## config.mk

```make
export PLATFORM = sky130hd
export DESIGN_NAME = mmio_ctrl
export DESIGN_NICKNAME = d
export VERILOG_FILES = /design/src/rtl/mmio_pkg.sv /design/src/rtl/mmio_tx_buf.sv /design/src/rtl/mmio_ctrl.sv
export SDC_FILE = /design/constraint.sdc
export NUM_CORES = 1
export LEC_CHECK = 0
export BUFFER_PORTS_ARGS = -buffer_cell sky130_fd_sc_hd__buf_2
export CAP_MARGIN = 20
export CORE_ASPECT_RATIO = 0.7
export CORE_MARGIN = 3
export CORE_UTILIZATION = 55
export DETAILED_ROUTE_END_ITERATION = 7
export GPL_ROUTABILITY_DRIVEN = 0
export PLACE_DENSITY = 0.8
export SETUP_SLACK_MARGIN = 0.15
export SYNTH_ARGS = -nofsm -noshare
export SYNTH_HDL_FRONTEND = slang
export SYNTH_SLANG_ARGS = --single-unit
```

## constraint.sdc

```tcl
create_clock -name clk -period 4.51 [get_ports clk]
set_input_delay 0.2255 -clock clk [delete_from_list [all_inputs] [get_ports clk]]
set_output_delay 0.2255 -clock clk [all_outputs]
set_load 0.03 [all_outputs]
```

## src/rtl/mmio_pkg.sv

```systemverilog
// mmio_pkg: register offsets, STATUS bit positions and TX state encoding for mmio_ctrl
package mmio_pkg;
    localparam logic [7:0] OFF_STATUS    = 8'h00;
    localparam logic [7:0] OFF_RX_DATA   = 8'h04;
    localparam logic [7:0] OFF_TX_DATA   = 8'h08;
    localparam logic [7:0] OFF_CYCLE_CNT = 8'h10;
    localparam logic [7:0] OFF_INST_CNT  = 8'h14;
    localparam logic [7:0] OFF_CNT_RST   = 8'h18;

    localparam int ST_TX_READY = 0;
    localparam int ST_RX_VALID = 1;
    localparam int ST_TX_OVF   = 2;

    typedef enum logic {
        TX_IDLE = 1'b0,
        TX_PEND = 1'b1
    } tx_state_t;
endpackage

```

## src/rtl/mmio_tx_buf.sv

```systemverilog
// mmio_tx_buf: one-entry UART TX holding buffer with sticky overflow flag
module mmio_tx_buf
    import mmio_pkg::*;
(
    input  logic       clk,
    input  logic       rst,
    input  logic       i_wr,
    input  logic [7:0] i_wdata,
    input  logic       i_ovf_clr,
    input  logic       i_tx_ready,
    output logic       o_full,
    output logic       o_ovf,
    output logic       o_tx_valid,
    output logic [7:0] o_tx_data
);
    tx_state_t  r_state;
    logic       r_valid;
    logic       r_ovf;
    logic [7:0] r_data;

    always_ff @(posedge clk or posedge rst) begin
        if (rst) begin
            r_state <= TX_IDLE;
            r_valid <= 1'b0;
            r_ovf   <= 1'b0;
            r_data  <= 8'h00;
        end else begin
            // a fresh overflow wins over a STATUS read clearing the flag
            r_ovf <= (i_wr && r_state == TX_PEND) || (r_ovf && !i_ovf_clr);
            if (r_state == TX_IDLE) begin
                if (i_wr) begin
                    r_data  <= i_wdata;
                    r_state <= TX_PEND;
                    r_valid <= 1'b1;
                end
            end else if (i_tx_ready) begin
                r_state <= TX_IDLE;
                r_valid <= 1'b0;
            end
        end
    end

    assign o_full     = (r_state == TX_PEND);
    assign o_ovf      = r_ovf;
    assign o_tx_valid = r_valid;
    assign o_tx_data  = r_data;
endmodule

```

## src/rtl/mmio_ctrl.sv

```systemverilog
// mmio_ctrl: MMIO decode for UART RX/TX holding registers and cycle/instruction counters
module mmio_ctrl
    import mmio_pkg::*;
#(
    parameter logic [31:0] BASE_ADDR = 32'h8000_0000
) (
    input  logic        clk,
    input  logic        rst,
    input  logic        mmio_en,
    input  logic [31:0] mmio_addr,
    input  logic [3:0]  mmio_we,
    input  logic [31:0] mmio_wdata,
    output logic [31:0] mmio_rdata,
    input  logic        inst_retire,
    input  logic [7:0]  uart_rx_data,
    input  logic        uart_rx_valid,
    output logic        uart_rx_ready,
    output logic [7:0]  uart_tx_data,
    output logic        uart_tx_valid,
    input  logic        uart_tx_ready
);
    logic [7:0]  w_off;
    logic        w_hit;
    logic        w_ld;
    logic        w_st;
    logic        w_crst;
    logic        w_tx_full;
    logic        w_tx_ovf;
    logic [31:0] w_status;
    logic [31:0] w_rdata;
    logic        w_unused;

    logic        r_rx_full;
    logic [7:0]  r_rx_byte;
    logic [31:0] r_cyc;
    logic [31:0] r_inst;
    logic [31:0] r_rdata;

    assign w_off    = mmio_addr[7:0];
    assign w_hit    = mmio_en && (mmio_addr[31:8] == BASE_ADDR[31:8]);
    assign w_ld     = w_hit && (mmio_we == 4'b0000);
    assign w_st     = w_hit && (mmio_we != 4'b0000);
    assign w_crst   = w_st && (w_off == OFF_CNT_RST);
    assign w_unused = ^mmio_wdata[31:8];

    always_comb begin
        w_status              = '0;
        w_status[ST_TX_READY] = !w_tx_full;
        w_status[ST_RX_VALID] = r_rx_full;
        w_status[ST_TX_OVF]   = w_tx_ovf;
    end

    always_comb
        w_rdata = !w_ld                    ? 32'h0 :
                  (w_off == OFF_STATUS)    ? w_status :
                  (w_off == OFF_RX_DATA)   ? {24'h0, r_rx_byte} :
                  (w_off == OFF_CYCLE_CNT) ? r_cyc :
                  (w_off == OFF_INST_CNT)  ? r_inst : 32'h0;

    // misses also update rdata (to 0) so it always reflects the latest access
    always_ff @(posedge clk or posedge rst) begin
        if (rst) begin
            r_rdata <= 32'h0;
        end else if (mmio_en) begin
            r_rdata <= w_rdata;
        end
    end

    always_ff @(posedge clk or posedge rst) begin
        if (rst) begin
            r_rx_full <= 1'b0;
            r_rx_byte <= 8'h00;
        end else if (uart_rx_valid && !r_rx_full) begin
            r_rx_byte <= uart_rx_data;
            r_rx_full <= 1'b1;
        end else if (w_ld && w_off == OFF_RX_DATA) begin
            r_rx_full <= 1'b0;
        end
    end

    always_ff @(posedge clk or posedge rst) begin
        if (rst) begin
            r_cyc  <= 32'h0;
            r_inst <= 32'h0;
        end else begin
            r_cyc  <= w_crst ? 32'h0 : r_cyc + 32'h1;
            r_inst <= w_crst ? 32'h0 : r_inst + {31'h0, inst_retire};
        end
    end

    mmio_tx_buf u_tx (
        .clk        (clk),
        .rst        (rst),
        .i_wr       (w_st && w_off == OFF_TX_DATA),
        .i_wdata    (mmio_wdata[7:0]),
        .i_ovf_clr  (w_ld && w_off == OFF_STATUS),
        .i_tx_ready (uart_tx_ready),
        .o_full     (w_tx_full),
        .o_ovf      (w_tx_ovf),
        .o_tx_valid (uart_tx_valid),
        .o_tx_data  (uart_tx_data)
    );

    assign mmio_rdata    = r_rdata;
    assign uart_rx_ready = !r_rx_full;
endmodule

```

## After elaboration in Yosys (flattened, before gate mapping)

Cells that the tools add are included.

- Register bits: 116
- Input port bits: 82
- Output and inout port bits: 42
- Logic and storage cells: 55

- $add $sub $neg: 2
- Equal/unequal tests: 7
- Muxes and demuxes: 15
- Bitwise logic cells: 1
- Reduce and logical (&&, ||, !) cells: 21

Operators by type and width:

| operator | count |
|---|---|
| $mux 32 | 7 |
| $add 32x1->32 | 1 |
| $add 32x1->32 const B | 1 |
| $eq 24x24->1 const B | 1 |
| $eq 8x5->1 const B | 3 |
| $logic_and 1x1->1 | 10 |
| $eq 8x3->1 const B | 1 |
| $eq 8x4->1 const B | 1 |
| $logic_not 8->1 | 1 |
| $mux 1 | 8 |
| $logic_not 4->1 | 1 |
| $reduce_and 2->1 | 2 |
| $reduce_bool 2->1 | 2 |
| $reduce_bool 4->1 | 1 |
| $logic_not 1->1 | 3 |
| $ne 2x2->1 const B | 1 |
| $logic_or 1x1->1 | 1 |
| $not 1->1 | 1 |

## Longest topological paths before layout

Gate-level depths: netlist of run 1.

- Depth after elaboration: 7
- Depth in mapped cells: 7
- Mapped depth without buffers: 6

## Modules after synthesis

A second synthesis of run 1 with hierarchy kept.

- Cells, all modules: 595
- Area total of the unflattened synthesis: 6099.6 sq um

By module, submodules not included:

| module | instances | cells each | area an instance (sq um) | sequential area each (sq um) |
|---|---|---|---|---|
| mmio_ctrl | 1 | 565 | 5645.4 | 2627.5 |
| mmio_tx_buf | 1 | 30 | 454.2 | 275.3 |

## Worst setup path after synthesis of run 1

Ideal clock, no wire load.

- Path kind: flip-flop to flip-flop
- Start point: reg r_inst[0]
- End point: reg r_inst[22]
- Data arrival time: 2.278 ns
- Data required time: 4.432 ns
- Path slack: 2.154 ns
- Stages on the path, launching flop included: 7
- Cells stage by stage: dfrtp_1 -> ha_1 -> ha_1 -> nand4_1 -> or4_4 -> or4b_2 -> a21oi_1

- Word-level cells in the longest chain between the ends: 2

Ends and longest elaborated chain:

| what | line | RTL |
|---|---|---|
| start: declaration | mmio_ctrl.sv:36 | `logic [31:0] r_inst;` |
| start signal: assignment | mmio_ctrl.sv:87 | `r_inst <= w_crst ? 32'h0 : r_inst + {31'h0, inst_retire};` |
| $add 32x1->32 | mmio_ctrl.sv:87 |  |
| $mux 32 | mmio_ctrl.sv:87 |  |

Every way passes these cells.
A chain may end at the register's enable or synchronous reset.

## Final worst setup path of run 1

Ends and elaborated chain as after synthesis.

==> metrics.csv, run 1 <==
metric,value,unit
status,finished clean,
ant_nets,0,
rsz0062_at_grt,false,
synth_fp_nets,664,
fp.dieH,91.8,um
finalMaxSlewViolations,0,
vias_per_cell,6.43,
cts_tree,done,
grt_antenna_before_repair,0,
grt_overflow_total,0,
drive_above_1_share,0.249,
worstPathMaxFanout,15,
initial_utilization,0.579,
setup_tns,0,ns
syn_area,0.00579,sq mm
grt_pass1_vias,4923,
cts_root_buf,clkbuf_16,
dieArea,0.0118,sq mm
power.total,2850,uW
diodes,0,
async_reset_ff_frac,1.00,
clk_pin_slew,0.05,ns
port_buffers,99,
synthCells,579,
layout_min_cycle_time,2.81,ns
die_x,129,um
dp_hpwl,10300,um
grt_pass1_wl,24900,um
worstSetupPathType,reg2reg,
tightest_slew,1.00,ns
vdd_drop_max,0.000360,V
drt-pass1-iter-count,6,
crit_arrival,3.14,ns
period_share,0.623,
yosysWarnings,0,
clock_latency,0.41,ns
cts_buffers,17,
routed_wl,15500,um
clock-sinks,116,
core,0.00998,sq mm
synth.distinct_cells,48,
cts_max_path_buffers,2,
cp-end-kind,flip-flop,
avgSynthCellArea,9.99,sq um
synth_edf_count,0,
cp-start-kind,flip-flop,
max_slew_margin,0.330,
rows,30,
vias,5171,
required,4.84,ns
power_density,408,mW/mm^2
drcViolationCount,0,
ioPinCount,124,
drt_iter0_markers,521,
power.leakage,0.00296,uW
hp-class,in2reg,
maxCapViolations,0,
wl_per_cell,19.3,um
grt_usage,0.270,
fmax,356,MHz
nets,749,
ys.flop_type,dfrtp_1,
grt_max_degree,65,
clock_skew,0.00604,ns
hold_violations,0,
htree_levels,4,
setup_viol,0,
area_growth,21.0,%
yosysSeqAreaShare,0.502,
ys_ff_latch,116,
## area by class of cell
cell class | count | area [sq um]
Clock buffer | 20 | 457
Clock inverter | 11 | 205
Fill cell | 710 | 2980
Inverter | 41 | 156
Multi-Input combinational cell | 383 | 2580
Sequential cell | 116 | 2900
Tap cell | 128 | 160
Timing Repair Buffer | 105 | 543
## routing by layer
metal	wire [um]	vias to the layer above	global-route usage
li1	-	2355	-
met1	6640	2549	0.388
met2	7100	238	0.393
met3	1480	29	0.0728
met4	271	0	0.0997
met5	0	-	0
## cells by family (layout without fill, tap and decap cells)
family                     Yosys count  count (layout)  share of synthesized area
adders and majority gates            3               3                    0.00649
and+or+nand+nor                    196             196                      0.204
muxes                               16              16                     0.0311
buffers and inverters               80             177                     0.0536
xor gates and xnor gates            26              26                     0.0394
DFF                                116             116                      0.502
AOI/OAI and AO/OA                  142             142                      0.164
## worst max-delay path, cell delays in order, from the launching register on
cell and delay [ns]:
dfrtp_1 0.43, ha_1 0.25, ha_1 0.22, nand4_1 0.28
or4_4 0.72, or4b_2 0.66, a21oi_1 0.16
## timing repair
item,in CTS,in global routing
gates resized for setup,0,0
setup endpoints to repair,0,0
hold buffers,1,0
hold endpoints to repair,26,0
setup buffers,0,0
## stage by stage
step / worst slack [ns] / instance area (sq um) / instances / hold WS, ns / utilization
2_1_floorplan: 1.21 / 5790 / 579 / 0.377 / -
3_3_place_gp: 1.59 / 6330 / 772 / 0.223 / 0.634
3_5_place_dp: 1.48 / 6330 / 772 / 0.230 / 0.634
4_1_cts: 1.71 / 7000 / 804 / 0.0316 / 0.701
5_1_grt: 1.55 / 7000 / 804 / 0.0383 / 0.701
6_report: 1.70 / 7000 / 804 / 0.0404 / 0.701
## placed cells by master, fill, tap and decap left out, drive strengths merged, types with 2 or more instances in the layout
master and count:
dfrtp 116, buf 104, inv 41, nor2 38
a21oi 33, o22ai 29, or4 29, a22oi 24
nand4 24, nand3 23, nand2 21, o31ai 21
clkbuf 20, mux2 16, xnor2 15, o21ai 12
or3 12, xor2 11, nor4 11, and4 9
a221oi 7, bufinv 6, and2 5, nor3 5
clkinv 5, or4b 4, and3 4, nor2b 4
o32ai 4, o2111ai 4, ha 3, or2 2
nor4b 2, a21o 2
## worst paths after layout
path	cells past startpoint	slack [ns]	end	start
setup / recovery	6	1.70	r_inst[22]	r_inst[0]
hold / removal	2	0.04	u_tx.o_tx_data[1]	mmio_wdata[1]
setup reg to reg	6	1.70	r_inst[22]	r_inst[0]
hold reg to reg	1	0.50	u_tx.o_tx_data[2]	u_tx.o_tx_data[2]
max in group asynchronous	4	3.18	mmio_rdata[2]	rst
min in group asynchronous	3	0.35	u_tx.o_tx_data[7]	rst
## synthesized netlist by cell type (11+ instances only)
| library cell | number | area share |
|---|---|---|
| a21oi_1 | 33 | 0.029 |
| a22oi_1 | 24 | 0.031 |
| clkbuf_1 | 30 | 0.019 |
| dfrtp_1 | 116 | 0.50 |
| inv_1 | 41 | 0.027 |
| mux2_2 | 16 | 0.031 |
| nand2_1 | 21 | 0.014 |
| nand3_1 | 23 | 0.020 |
| nand4_1 | 24 | 0.026 |
| nor2_1 | 38 | 0.025 |
| o21ai_0 | 12 | 0.010 |
| o22ai_1 | 29 | 0.031 |
| o31ai_1 | 21 | 0.027 |
| or3_1 | 11 | 0.012 |
| or4_1 | 26 | 0.034 |
| xnor2_1 | 15 | 0.023 |
| xor2_1 | 11 | 0.017 |
## where the power goes
group / internal (uW) / switching [uW]
registers: 1100 / 70.2
logic: 79.3 / 84.0
clock network: 1060 / 464
total: 2240 / 618
## registers in the layout (all words and copies together), names as in the netlist
name	flops
u_tx.o_tx_valid	1
mmio_rdata	32
r_rx_full	1
u_tx.o_tx_data	8
u_tx.o_full	1
r_cyc	32
r_inst	32
u_tx.o_ovf	1
r_rx_byte	8
No activity file was read; power rests on OpenSTA's default activity.
==> run 2: changes to the inputs <==
--- a/config.mk
+++ b/config.mk
@@ -9,10 +9,10 @@
 export CAP_MARGIN = 20
 export CORE_ASPECT_RATIO = 0.7
 export CORE_MARGIN = 3
-export CORE_UTILIZATION = 55
+export CORE_UTILIZATION = 49
 export DETAILED_ROUTE_END_ITERATION = 7
 export GPL_ROUTABILITY_DRIVEN = 0
-export PLACE_DENSITY = 0.8
+export PLACE_DENSITY = 0.76
 export SETUP_SLACK_MARGIN = 0.15
 export SYNTH_ARGS = -nofsm -noshare
 export SYNTH_HDL_FRONTEND = slang
==> constraint.sdc (replaced) <==
create_clock -name clk -period 2.3 [get_ports clk]
set_input_delay 0.115 -clock clk [delete_from_list [all_inputs] [get_ports clk]]
set_output_delay 0.115 -clock clk [all_outputs]
set_load 0.03 [all_outputs]
==> run 2 against run 1 <==
Critical endpoint unchanged; global-route usage shrank 1.5 points; first-iteration DRC count increased by 31%; via count is 4.9% higher; hold slack gained 0.058 ns; sequential cell count unchanged; utilization fell by 3.1 points; power is 89% higher; worst setup slack worse by 1.5 ns.
==> metrics.csv, run 2 (synthesis results as in run 1) <==
metric,value,unit,change
status,finished clean,,
vias_per_cell,6.14,,-4.5%
cts_root_buf,clkbuf_16,,
period_share,0.909,,+0.287
cts_max_path_buffers,2,,unchanged
grt_usage,0.255,,-0.0146
crit_arrival,2.43,ns,-0.71 ns
slowest_delay,0.55,ns,-0.17 ns
layout_common_cells,"111 x dfrtp_1, 99 x buf_2, 40 x inv_1",,
r2r-start,r_inst[0],,
final_common_cell,dfrtp_1,,
highest_layer,met4,,
ant_nets,0,,unchanged
grt_pass1_wl,26700,um,+7.5%
hp-class,in2reg,,
cp-end-kind,flip-flop,,
min_from,inst_retire,,
cts_tree,done,,
grt_overflow_total,0,,unchanged
clock-sinks,116,,unchanged
htree_levels,4,,unchanged
fp.dieH,96.9,um,+5.6%
power.total,5400,uW,+89%
drt-met1-wl,6680,um,+0.63%
rsz0062_at_grt,true,,
finalMaxSlewViolations,0,,unchanged
hold_depth,3,,+1
vias,5423,,+4.9%
route.met2.wl,7760,um,+9.2%
routed_wl,16300,um,+5.1%
crit_buf_inv,0,,unchanged
clock_skew,0.0112,ns,+0.00520 ns
power_density,716,mW/mm^2,+76%
hold_violations,0,,unchanged
clk_pin_slew,0.05,ns,about the same
cp-start-kind,flip-flop,,
fmax,478,MHz,+34%
maxCapViolations,0,,unchanged
required,2.64,ns,-2.20 ns
grt_antenna_before_repair,0,,unchanged
fin_util,0.670,,-0.0310
dp_hpwl,10800,um,+5.0%
core,0.0113,sq mm,+13%
r2r_cells,6,,unchanged
crit_family,simple AND/OR/NAND/NOR gates,,
ioPinCount,124,,unchanged
r2r-end,r_inst[22],,
cts_buffers,17,,unchanged
drt-pass1-iter-count,5,,-1
grt_max_degree,65,,unchanged
setup_tns,0,ns,unchanged
layout_min_cycle_time,2.09,ns,-0.718 ns
r2r_setup_slack,0.21,ns,-1.49 ns
worst_path_most_repeated_cell,ha_4,,
fillerInstances,827,,+16%
initial_utilization,0.514,,-0.0652
worstPathMaxFanout,5,,-10
die_x,136,um,+5.7%
drt_iter0_markers,683,,+31%
clock_latency,0.41,ns,about the same
crit_slowest_cell,or4b_4,,
diodes,0,,unchanged
dieArea,0.0132,sq mm,+12%
hold_path_end,r_inst[0],,
wl_per_cell,18.4,um,-4.3%
whs,0.0987,ns,+0.0583 ns
power.leakage,0.00317,uW,+7.0%
drcViolationCount,0,,unchanged
crit_chain,ha_4 -> ha_4 -> nand4_1 -> or4_4 -> or4b_4 -> a21oi_2,,
tightest_slew,0.836,ns,-0.166 ns
nets,802,,+7.1%
max_slew_margin,0.441,,+0.112
port_buffers,99,,unchanged
met3_length,1560,um,+5.3%
setup_viol,0,,unchanged
vdd_drop_max,0.000702,V,+95%
drive_above_1_share,0.300,,+0.0515
rows,32,,+6.7%
worstSetupPathType,reg2reg,,
area_growth,30.3,%,
grt_pass1_vias,5317,,+8.0%
## run 2: report_power, final
group          switching (uW)  internal, uW  total [uW]  leakage, uW
sequential               91.9          2160        2260      0.00152
clock                     901          1690        2590     0.000280
combinational             277           275         552      0.00137
## run 2: stage by stage
step           setup slack, ns  cells  instance area [sq um]
2_1_floorplan            0.223    579                   5810
3_3_place_gp             0.137    821                   6610
3_5_place_dp            0.0426    821                   6610
4_1_cts                  0.125    877                   7450
5_1_grt                  0.120    883                   7540
6_report                 0.208    883                   7540
## run 2: metal layers
layer  GRT usage  vias up
met5           0        -
met4      0.0821        0
met3      0.0655       25
met2       0.388      265
met1       0.359     2670
li1            -     2463
## run 2: how the worst max path moves through the flow
stage,start,end,slack [ns],cells after the start
2_1_floorplan,r_inst[0],r_inst[18],0.22,7
3_3_place_gp,r_inst[0],r_inst[28],0.14,6
3_5_place_dp,r_inst[0],r_inst[24],0.04,6
4_1_cts,r_inst[0],r_inst[22],0.13,6
5_1_grt,r_inst[0],r_inst[22],0.12,6
6_report,r_inst[0],r_inst[22],0.21,6
## run 2: tightest hold or removal path: cells and delay by family
kind / cells / cell delay [ns]
adders and majority gates: 1 / 0.12
buffers and inverters: 1 / 0.10
and+or+nand+nor: 1 / 0.12
## run 2: repair_timing
action                     CTS  global route
hold endpoints to repair    48             0
setup endpoints to repair   13            20
buffers inserted             5             6
gates resized for setup      9            13
cloned                       1             0
hold buffers                18             0
pin swaps                   10             5
## run 2: final cells by class
type                    count  area, sq um  area share
well taps                 153          191      0.0254
clock buffers              21          440      0.0584
flip-flops and latches    116         2910       0.386
multi-input cells         384         2670       0.353
clock inverters            11          135      0.0179
repair buffers            157         1040       0.138
inverters                  41          158      0.0209
